**config.mk**
```make
export PLATFORM = sky130hd
export DESIGN_NAME = vga_frame_capture
export DESIGN_NICKNAME = d
export VERILOG_FILES = /design/src/rtl/vga_frame_capture.sv
export SDC_FILE = /design/constraint.sdc
export NUM_CORES = 1
export LEC_CHECK = 0
export ABC_CLOCK_PERIOD_IN_PS = 12990
export CAP_MARGIN = 20
export CORE_MARGIN = 5
export CORE_UTILIZATION = 60
export CTS_CLUSTER_SIZE = 40
export DETAILED_ROUTE_END_ITERATION = 12
export PLACE_DENSITY = 0.95
export SLEW_MARGIN = 0
export SYNTH_ARGS = -nofsm -noshare
export SYNTH_HDL_FRONTEND = slang
export SYNTH_SLANG_ARGS = --single-unit
```
**constraint.sdc**
```tcl
create_clock -name clk -period 12.99 [get_ports clk]
set_input_delay 2.598 -clock clk [delete_from_list [all_inputs] [get_ports clk]]
set_output_delay 2.598 -clock clk [all_outputs]
set_load 0.02 [all_outputs]
```
**src/rtl/vga_frame_capture.sv**
```systemverilog
// VGA receive-side frame grabber: tracks h/v position from the sync edges and writes one armed
// frame's image window, column-major, to a frame-buffer write port. Optional checksum: VGA_CAPTURE_CKSUM_EN.
`timescale 1ns/1ps
module vga_frame_capture #(
    parameter int ADDR_W     = 20,
    parameter int DATA_W     = 8,
    parameter int H_START    = 144,
    parameter int V_START    = 35,
    parameter int IMG_WIDTH  = 320,
    parameter int IMG_HEIGHT = 320
) (
    input  logic              clk,
    input  logic              rst_n,
    input  logic              pix_en_i,
    input  logic              h_sync_i,
    input  logic              v_sync_i,
    input  logic [DATA_W-1:0] rgb_i,
    input  logic              start_i,
    output logic [ADDR_W-1:0] mem_addr_o,
    output logic [DATA_W-1:0] mem_wdata_o,
    output logic              mem_we_o,
    output logic              busy_o,
    output logic              done_o,
    output logic              frame_err_o,
    output logic [15:0]       cksum_o
);

    localparam longint unsigned IMG_PIX  = longint'(IMG_WIDTH) * longint'(IMG_HEIGHT);
    localparam longint unsigned ADDR_CAP = 64'd1 << ADDR_W;

    generate
        if (IMG_PIX > ADDR_CAP) begin : g_size_chk
            $error("vga_frame_capture: IMG_WIDTH*IMG_HEIGHT exceeds the address space");
        end
    endgenerate

    typedef enum logic [1:0] {
        IDLE    = 2'd0,
        ARM     = 2'd1,
        CAPTURE = 2'd2,
        DONE    = 2'd3
    } state_e;

    state_e state_q, state_d;

    logic              hs_q, vs_q;
    logic [10:0]       h_cnt_q, h_cnt_d;
    logic [9:0]        v_cnt_q, v_cnt_d;
    logic              hs_rise, vs_rise;
    logic              in_win, is_last;
    logic [ADDR_W-1:0] col, row, addr_d;

    logic              mem_we_q;
    logic [ADDR_W-1:0] mem_addr_q;
    logic [DATA_W-1:0] mem_wdata_q;
    logic              frame_err_q;
    logic              last_q;

    logic              wr_en, clr, set_err, last_set;

    // Position tracking; the counts describe the pixel being sampled in this cycle.
    always_comb begin
        hs_rise = pix_en_i & h_sync_i & ~hs_q;
        vs_rise = pix_en_i & v_sync_i & ~vs_q;
        h_cnt_d = h_cnt_q;
        v_cnt_d = v_cnt_q;
        if (pix_en_i) begin
            if (hs_rise)
                h_cnt_d = '0;
            else if (h_cnt_q != '1)
                h_cnt_d = h_cnt_q + 11'd1;

            if (vs_rise)
                v_cnt_d = '0;
            else if (hs_rise && (v_cnt_q != '1))
                v_cnt_d = v_cnt_q + 10'd1;
        end
    end

    always_comb begin
        in_win  = (int'(h_cnt_d) >= H_START) && (int'(h_cnt_d) < H_START + IMG_WIDTH) &&
                  (int'(v_cnt_d) >= V_START) && (int'(v_cnt_d) < V_START + IMG_HEIGHT);
        is_last = (int'(h_cnt_d) == H_START + IMG_WIDTH - 1) &&
                  (int'(v_cnt_d) == V_START + IMG_HEIGHT - 1);
        col     = ADDR_W'(h_cnt_d) - ADDR_W'(H_START);
        row     = ADDR_W'(v_cnt_d) - ADDR_W'(V_START);
        addr_d  = col * ADDR_W'(IMG_HEIGHT) + row;
    end

    always_ff @(posedge clk or negedge rst_n) begin
        if (!rst_n)
            state_q <= IDLE;
        else
            state_q <= state_d;
    end

    // last_q marks the cycle the final write is on the port, so DONE lands one clk later.
    always_comb begin
        state_d  = state_q;
        wr_en    = 1'b0;
        clr      = 1'b0;
        set_err  = 1'b0;
        last_set = 1'b0;
        busy_o   = 1'b0;
        done_o   = 1'b0;
        case (state_q)
            IDLE: begin
                if (start_i) begin
                    state_d = ARM;
                    clr     = 1'b1;
                end
            end
            ARM: begin
                busy_o = 1'b1;
                if (vs_rise)
                    state_d = CAPTURE;
            end
            CAPTURE: begin
                busy_o = 1'b1;
                if (last_q) begin
                    state_d = DONE;
                end else if (vs_rise) begin
                    state_d = IDLE;
                    set_err = 1'b1;
                end else if (pix_en_i && in_win) begin
                    wr_en    = 1'b1;
                    last_set = is_last;
                end
            end
            DONE: begin
                done_o = 1'b1;
                if (start_i) begin
                    state_d = ARM;
                    clr     = 1'b1;
                end
            end
            default: state_d = IDLE;
        endcase
    end

    always_ff @(posedge clk or negedge rst_n) begin
        if (!rst_n) begin
            hs_q        <= 1'b0;
            vs_q        <= 1'b0;
            h_cnt_q     <= '0;
            v_cnt_q     <= '0;
            mem_we_q    <= 1'b0;
            mem_addr_q  <= '0;
            mem_wdata_q <= '0;
            frame_err_q <= 1'b0;
            last_q      <= 1'b0;
        end else begin
            if (pix_en_i) begin
                hs_q <= h_sync_i;
                vs_q <= v_sync_i;
            end
            h_cnt_q  <= h_cnt_d;
            v_cnt_q  <= v_cnt_d;
            mem_we_q <= wr_en;
            last_q   <= last_set;
            if (wr_en) begin
                mem_addr_q  <= addr_d;
                mem_wdata_q <= rgb_i;
            end
            if (clr)
                frame_err_q <= 1'b0;
            else if (set_err)
                frame_err_q <= 1'b1;
        end
    end

    assign mem_we_o    = mem_we_q;
    assign mem_addr_o  = mem_addr_q;
    assign mem_wdata_o = mem_wdata_q;
    assign frame_err_o = frame_err_q;

`ifdef VGA_CAPTURE_CKSUM_EN
    logic [15:0] cksum_q;

    // Accumulates from the write port itself, so the sum matches exactly what memory received.
    always_ff @(posedge clk or negedge rst_n) begin
        if (!rst_n)
            cksum_q <= '0;
        else if (clr)
            cksum_q <= '0;
        else if (mem_we_q)
            cksum_q <= cksum_q + 16'(mem_wdata_q);
    end

    assign cksum_o = cksum_q;
`else
    assign cksum_o = 16'h0000;
`endif

endmodule

```
==> flow_metrics.py <==
metrics = {
    "global_routing": {
        "largest_net_degree_at_the_start_of_global_routing": 57,
        "grt_total_ovfl": 0,
        "groute.usage.overall_pct": 23.11,
        "number_of_antenna_violations_at_the_first_check_in_global_routing": 0,
        "grt_pass1_wl_mm": 17.08,
        "via_count_of_the_first_global_routing_pass": 3662,
    },
    "sta": {
        "final_min_period_over_clock_period_pct": 62.45,
        "worstMarginPinSlew_ps": 902.0,
        "post-route-min-period_ps": 8113,
        "finalMaxSlewViolations": 0,
        "relSlewSlack_pct": 39.50,
        "setup_viol": 0,
        "final_hold_viols": 0,
        "fin_skew_ps": 25.10,
        "setup_repair_after_global_routing_missed_its_margin": "false",
        "max_clock_freq_ghz": 0.1233,
        "setup-tns-final_ps": 0,
    },
    "detailed_routing": {
        "drc_errors": 0,
        "topRoutingLayerUsed": "met4",
        "routedLengthMet1_mm": 4.368,
        "dr.first_iter.drc_count": 215,
        "wl_met3_um": 694,
        "detailroute.wirelength.met2_mm": 4.875,
        "finalWirelength_mm": 10.19,
        "router_iterations_before_antenna_repair": 5,
        "drtAntennaViolNets": 0,
        "route.detailed.wl_per_inst_um": 16.90,
        "vias_per_cell": 6.141,
        "route.vias.total": 3703,
    },
    "clock_network": {
        "number_of_hold_buffers_added_after_cts": 0,
        "cts_tree": "done",
        "cts_setup_buffers": 0,
        "cts-resized-gates": 0,
        "worst_skew_pair.late_latency_ps": 340,
        "clockRootBuffer": "sky130_fd_sc_hd__clkbuf_8",
        "cts.sink_count": 56,
        "htree_levels": 2,
        "cts-root-to-sink-buffers": 2,
        "cts_buffers": 5,
        "clock_pin_slew_on_the_worst_setup_and_hold_paths_ps": 110,
    },
    "critical_path": {
        "critPathMaxFanout": 19,
        "critPathArrivalTime_ps": 8330,
        "critPathMaxStageDelay_ps": 910,
        "timing.setup.critical_path_class": "in2reg",
        "startpoint_type_of_the_worst_setup_path": "input pin",
        "reg2regPathDepth": 23,
        "cpMaxStageDelayCell": "sky130_fd_sc_hd__clkdlybuf4s50_1",
        "crit_path_cell_trace": "clkdlybuf4s50_1 -> o31ai_1 -> buf_2 -> or3_1 -> and2_1 -> or2_2 -> ha_1 -> inv_1 -> ha_1 -> ha_1 -> a21oi_1 -> o21bai_1 -> a21oi_1 -> xnor2_1 -> ha_1 -> and2_1 -> a31oi_1 -> o21ai_0 -> o41ai_1 -> o21ai_0 -> xnor2_1 -> mux2_4",
        "r2r-start": "h_cnt_q[0]",
        "worst_path_most_repeated_cell": "sky130_fd_sc_hd__ha_1",
        "cp_num_buf_inv": 3,
        "top_delay_family_on_crit_path": "compound AO/OA/AOI/OAI gates",
        "worstPathRequired_ps": 13210,
        "reg2reg_setup_slack_ps": 7200,
        "worst_r2r_endpoint": "mem_addr_o[19]",
        "worstSetupEndpointType": "register",
    },
    "yosys": {
        "synthFlopType": "sky130_fd_sc_hd__dfrtp_1",
        "synth-async-reset-ratio_pct": 100.0,
        "synth.cell_area_mm2": 0.004474,
        "yosys.area_share.xor_xnor_pct": 7.159,
        "synth_enable_flop_cells": 0,
        "syn_inst": 461,
        "ys_seq_area_share_pct": 31.32,
        "post_synth_mux_area_share_pct": 8.557,
        "synth_simple_gate_area_share_pct": 15.86,
        "synth_compound_area_share_pct": 15.91,
        "synth_cell_type_count": 67,
        "synthAdderAreaFrac_pct": 13.48,
        "avgSynthCellArea_um2": 9.706,
        "synth_top_family_by_area": "compound AO/OA/AOI/OAI gates",
        "ys_seq_elements": 56,
        "synth_warnings": 0,
    },
    "power_and_ir_drop": {
        "ir_worst_vdd_mv": 0.1534,
        "powerDensity_mw_per_mm2": 157.6,
        "power.switching_mw": 0.3503,
        "p_comb_share_pct": 60.2,
        "leakage_nw": 2.211,
        "power_frac_seq_pct": 26.6,
        "p_sw_share_pct": 44.56,
        "internal_power_component_mw": 0.4358,
        "share_clk_of_total_power_pct": 13.2,
    },
    "place": {
        "post_dp_cell_area_mm2": 0.004887,
        "port-buffer-count": 45,
        "dp_hpwl_mm": 7.659,
        "gpl.final_weighted_congestion": 0.8937,
    },
    "die": {
        "num_io_pins": 62,
        "design.die.area_mm2": 0.009284,
        "initial_core_util_pct": 61.69,
        "floorplan.die.width_um": 96.36,
        "die_h_um": 96.36,
        "fp_rows": 31,
        "floorplan.core_area_mm2": 0.007253,
    },
    "layout": {
        "final_util_pct": 68.76,
        "mostFrequentLayoutCells": "sky130_fd_sc_hd__dfrtp_1, sky130_fd_sc_hd__ha_1, sky130_fd_sc_hd__clkdlybuf4s50_1",
        "layout.cells.most_common": "sky130_fd_sc_hd__dfrtp_1",
        "fin_nets": 564,
        "fillers": 537,
        "drive_above_1_share_pct": 10.52,
        "num_antenna_cells": 0,
        "area.growth.synth_to_final_pct": 11.47,
        "fin_area_mm2": 0.004987,
    },
    "hold_path": {
        "whs_path_depth": 1,
        "holdCritStartpoint": "mem_wdata_o[3]",
        "hold_path.class": "reg2reg",
        "timing.hold.worst_endpoint": "mem_wdata_o[3]",
    },
    "outcome": {
        "status": "finished, final reports clean",
    },
    "run": {
        "max_cap_violations": 0,
    },
}
## through the flow
step | power [mW] | std cells | hold slack (ps) | setup slack [ps]
6_report | 0.7861 | 603 | 521.8 | 4877
3_5_place_dp | 0.6738 | 594 | 496.0 | 4587
4_1_cts | 0.7807 | 602 | 520.8 | 4910
3_3_place_gp | 0.6490 | 594 | 492.1 | 4850
2_1_floorplan | 0.5787 | 476 | 507.3 | 5831
5_1_grt | 0.8528 | 603 | 533.4 | 4561
## worst register-to-register path, delay by kind of cell, from the launching register on
kind	cells	cell delay [ps]
AO/OA/AOI/OAI	8	1640
XOR/XNOR	2	310
adder cells (fa/ha/maj)	5	1510
buffers and inverters	2	280
flip-flops	1	450
multiplexers	1	260
AND/OR/NAND/NOR	5	1250
## state kept, by name, indices dropped and copies added, names as in the netlist
name / flops
mem_addr_o: 20
h_cnt_q: 11
v_cnt_q: 10
mem_wdata_o: 8
state_q: 2
frame_err_o: 1
hs_q: 1
last_q: 1
mem_we_o: 1
vs_q: 1
## cells by family (layout without fill, tap and decap cells)
| group | count (synthesis) | after routing |
|---|---|---|
| buffers and inverters | 58 | 86 |
| AOI/OAI and AO/OA | 106 | 106 |
| DFF | 56 | 56 |
| and+or+nand+nor | 130 | 130 |
| muxes | 28 | 28 |
| xor gates and xnor gates | 35 | 35 |
| adders and majority gates | 47 | 47 |
| other | 1 | 16 |
## layer usage
layer / global-route usage (%) / vias up
li1: - / 1736
met1: 29.73 / 1778
met3: 4.691 / 23
met4: 7.477 / 0
met2: 38.87 / 166
met5: 0 / -
## worst max path at each step
stage                     startpoint        endpoint  slack (ps)  cells after the start
final                       pix_en_i  mem_addr_o[19]        4880                     22
after global routing        pix_en_i  mem_addr_o[19]        4560                     22
after CTS                   pix_en_i  mem_addr_o[19]        4910                     21
after detailed placement    pix_en_i  mem_addr_o[19]        4590                     21
after global placement      pix_en_i  mem_addr_o[19]        4850                     21
after floorplan             pix_en_i  mem_addr_o[19]        5830                     22
## Yosys cell counts (5+ instances only)
library cell	instances	area (um^2)
sky130_fd_sc_hd__mux2_2	6	67.56
sky130_fd_sc_hd__nor4_1	6	37.54
sky130_fd_sc_hd__and3_1	5	31.28
sky130_fd_sc_hd__o21a_1	6	45.04
sky130_fd_sc_hd__nor3_1	16	80.08
sky130_fd_sc_hd__ha_1	45	563.0
sky130_fd_sc_hd__xnor2_1	25	219.0
sky130_fd_sc_hd__a31oi_1	9	56.30
sky130_fd_sc_hd__mux2_4	19	285.3
sky130_fd_sc_hd__o21ai_0	25	125.1
sky130_fd_sc_hd__a211oi_1	6	45.04
sky130_fd_sc_hd__xor2_1	9	78.83
sky130_fd_sc_hd__or3_1	6	37.54
sky130_fd_sc_hd__inv_1	30	112.6
sky130_fd_sc_hd__dfrtp_1	56	1401
sky130_fd_sc_hd__buf_4	16	120.1
sky130_fd_sc_hd__nor2_1	22	82.58
sky130_fd_sc_hd__nand3_1	17	85.08
sky130_fd_sc_hd__nand2_1	23	86.33
sky130_fd_sc_hd__a21oi_1	25	125.1
## power by group through the flow
stage               sequential (mW)  clock (mW)  combinational [mW]
global route                  0.212       0.111               0.530
detailed placement            0.212           0               0.462
CTS                           0.208       0.103               0.469
floorplan                     0.204           0               0.375
finish                        0.209       0.104               0.473
global placement              0.210           0               0.439
## cell type report
| class | count | area, um^2 | area share (%) |
|---|---|---|---|
| clock buffers | 5 | 68.82 | 1.380 |
| clock inverters | 3 | 26.28 | 0.5268 |
| inverters | 31 | 121.4 | 2.434 |
| multi-input cells | 362 | 2788 | 55.90 |
| flip-flops and latches | 56 | 1401 | 28.10 |
| well taps | 99 | 123.9 | 2.484 |
| repair buffers | 47 | 457.9 | 9.182 |
(Power assumes the default switching activity.)
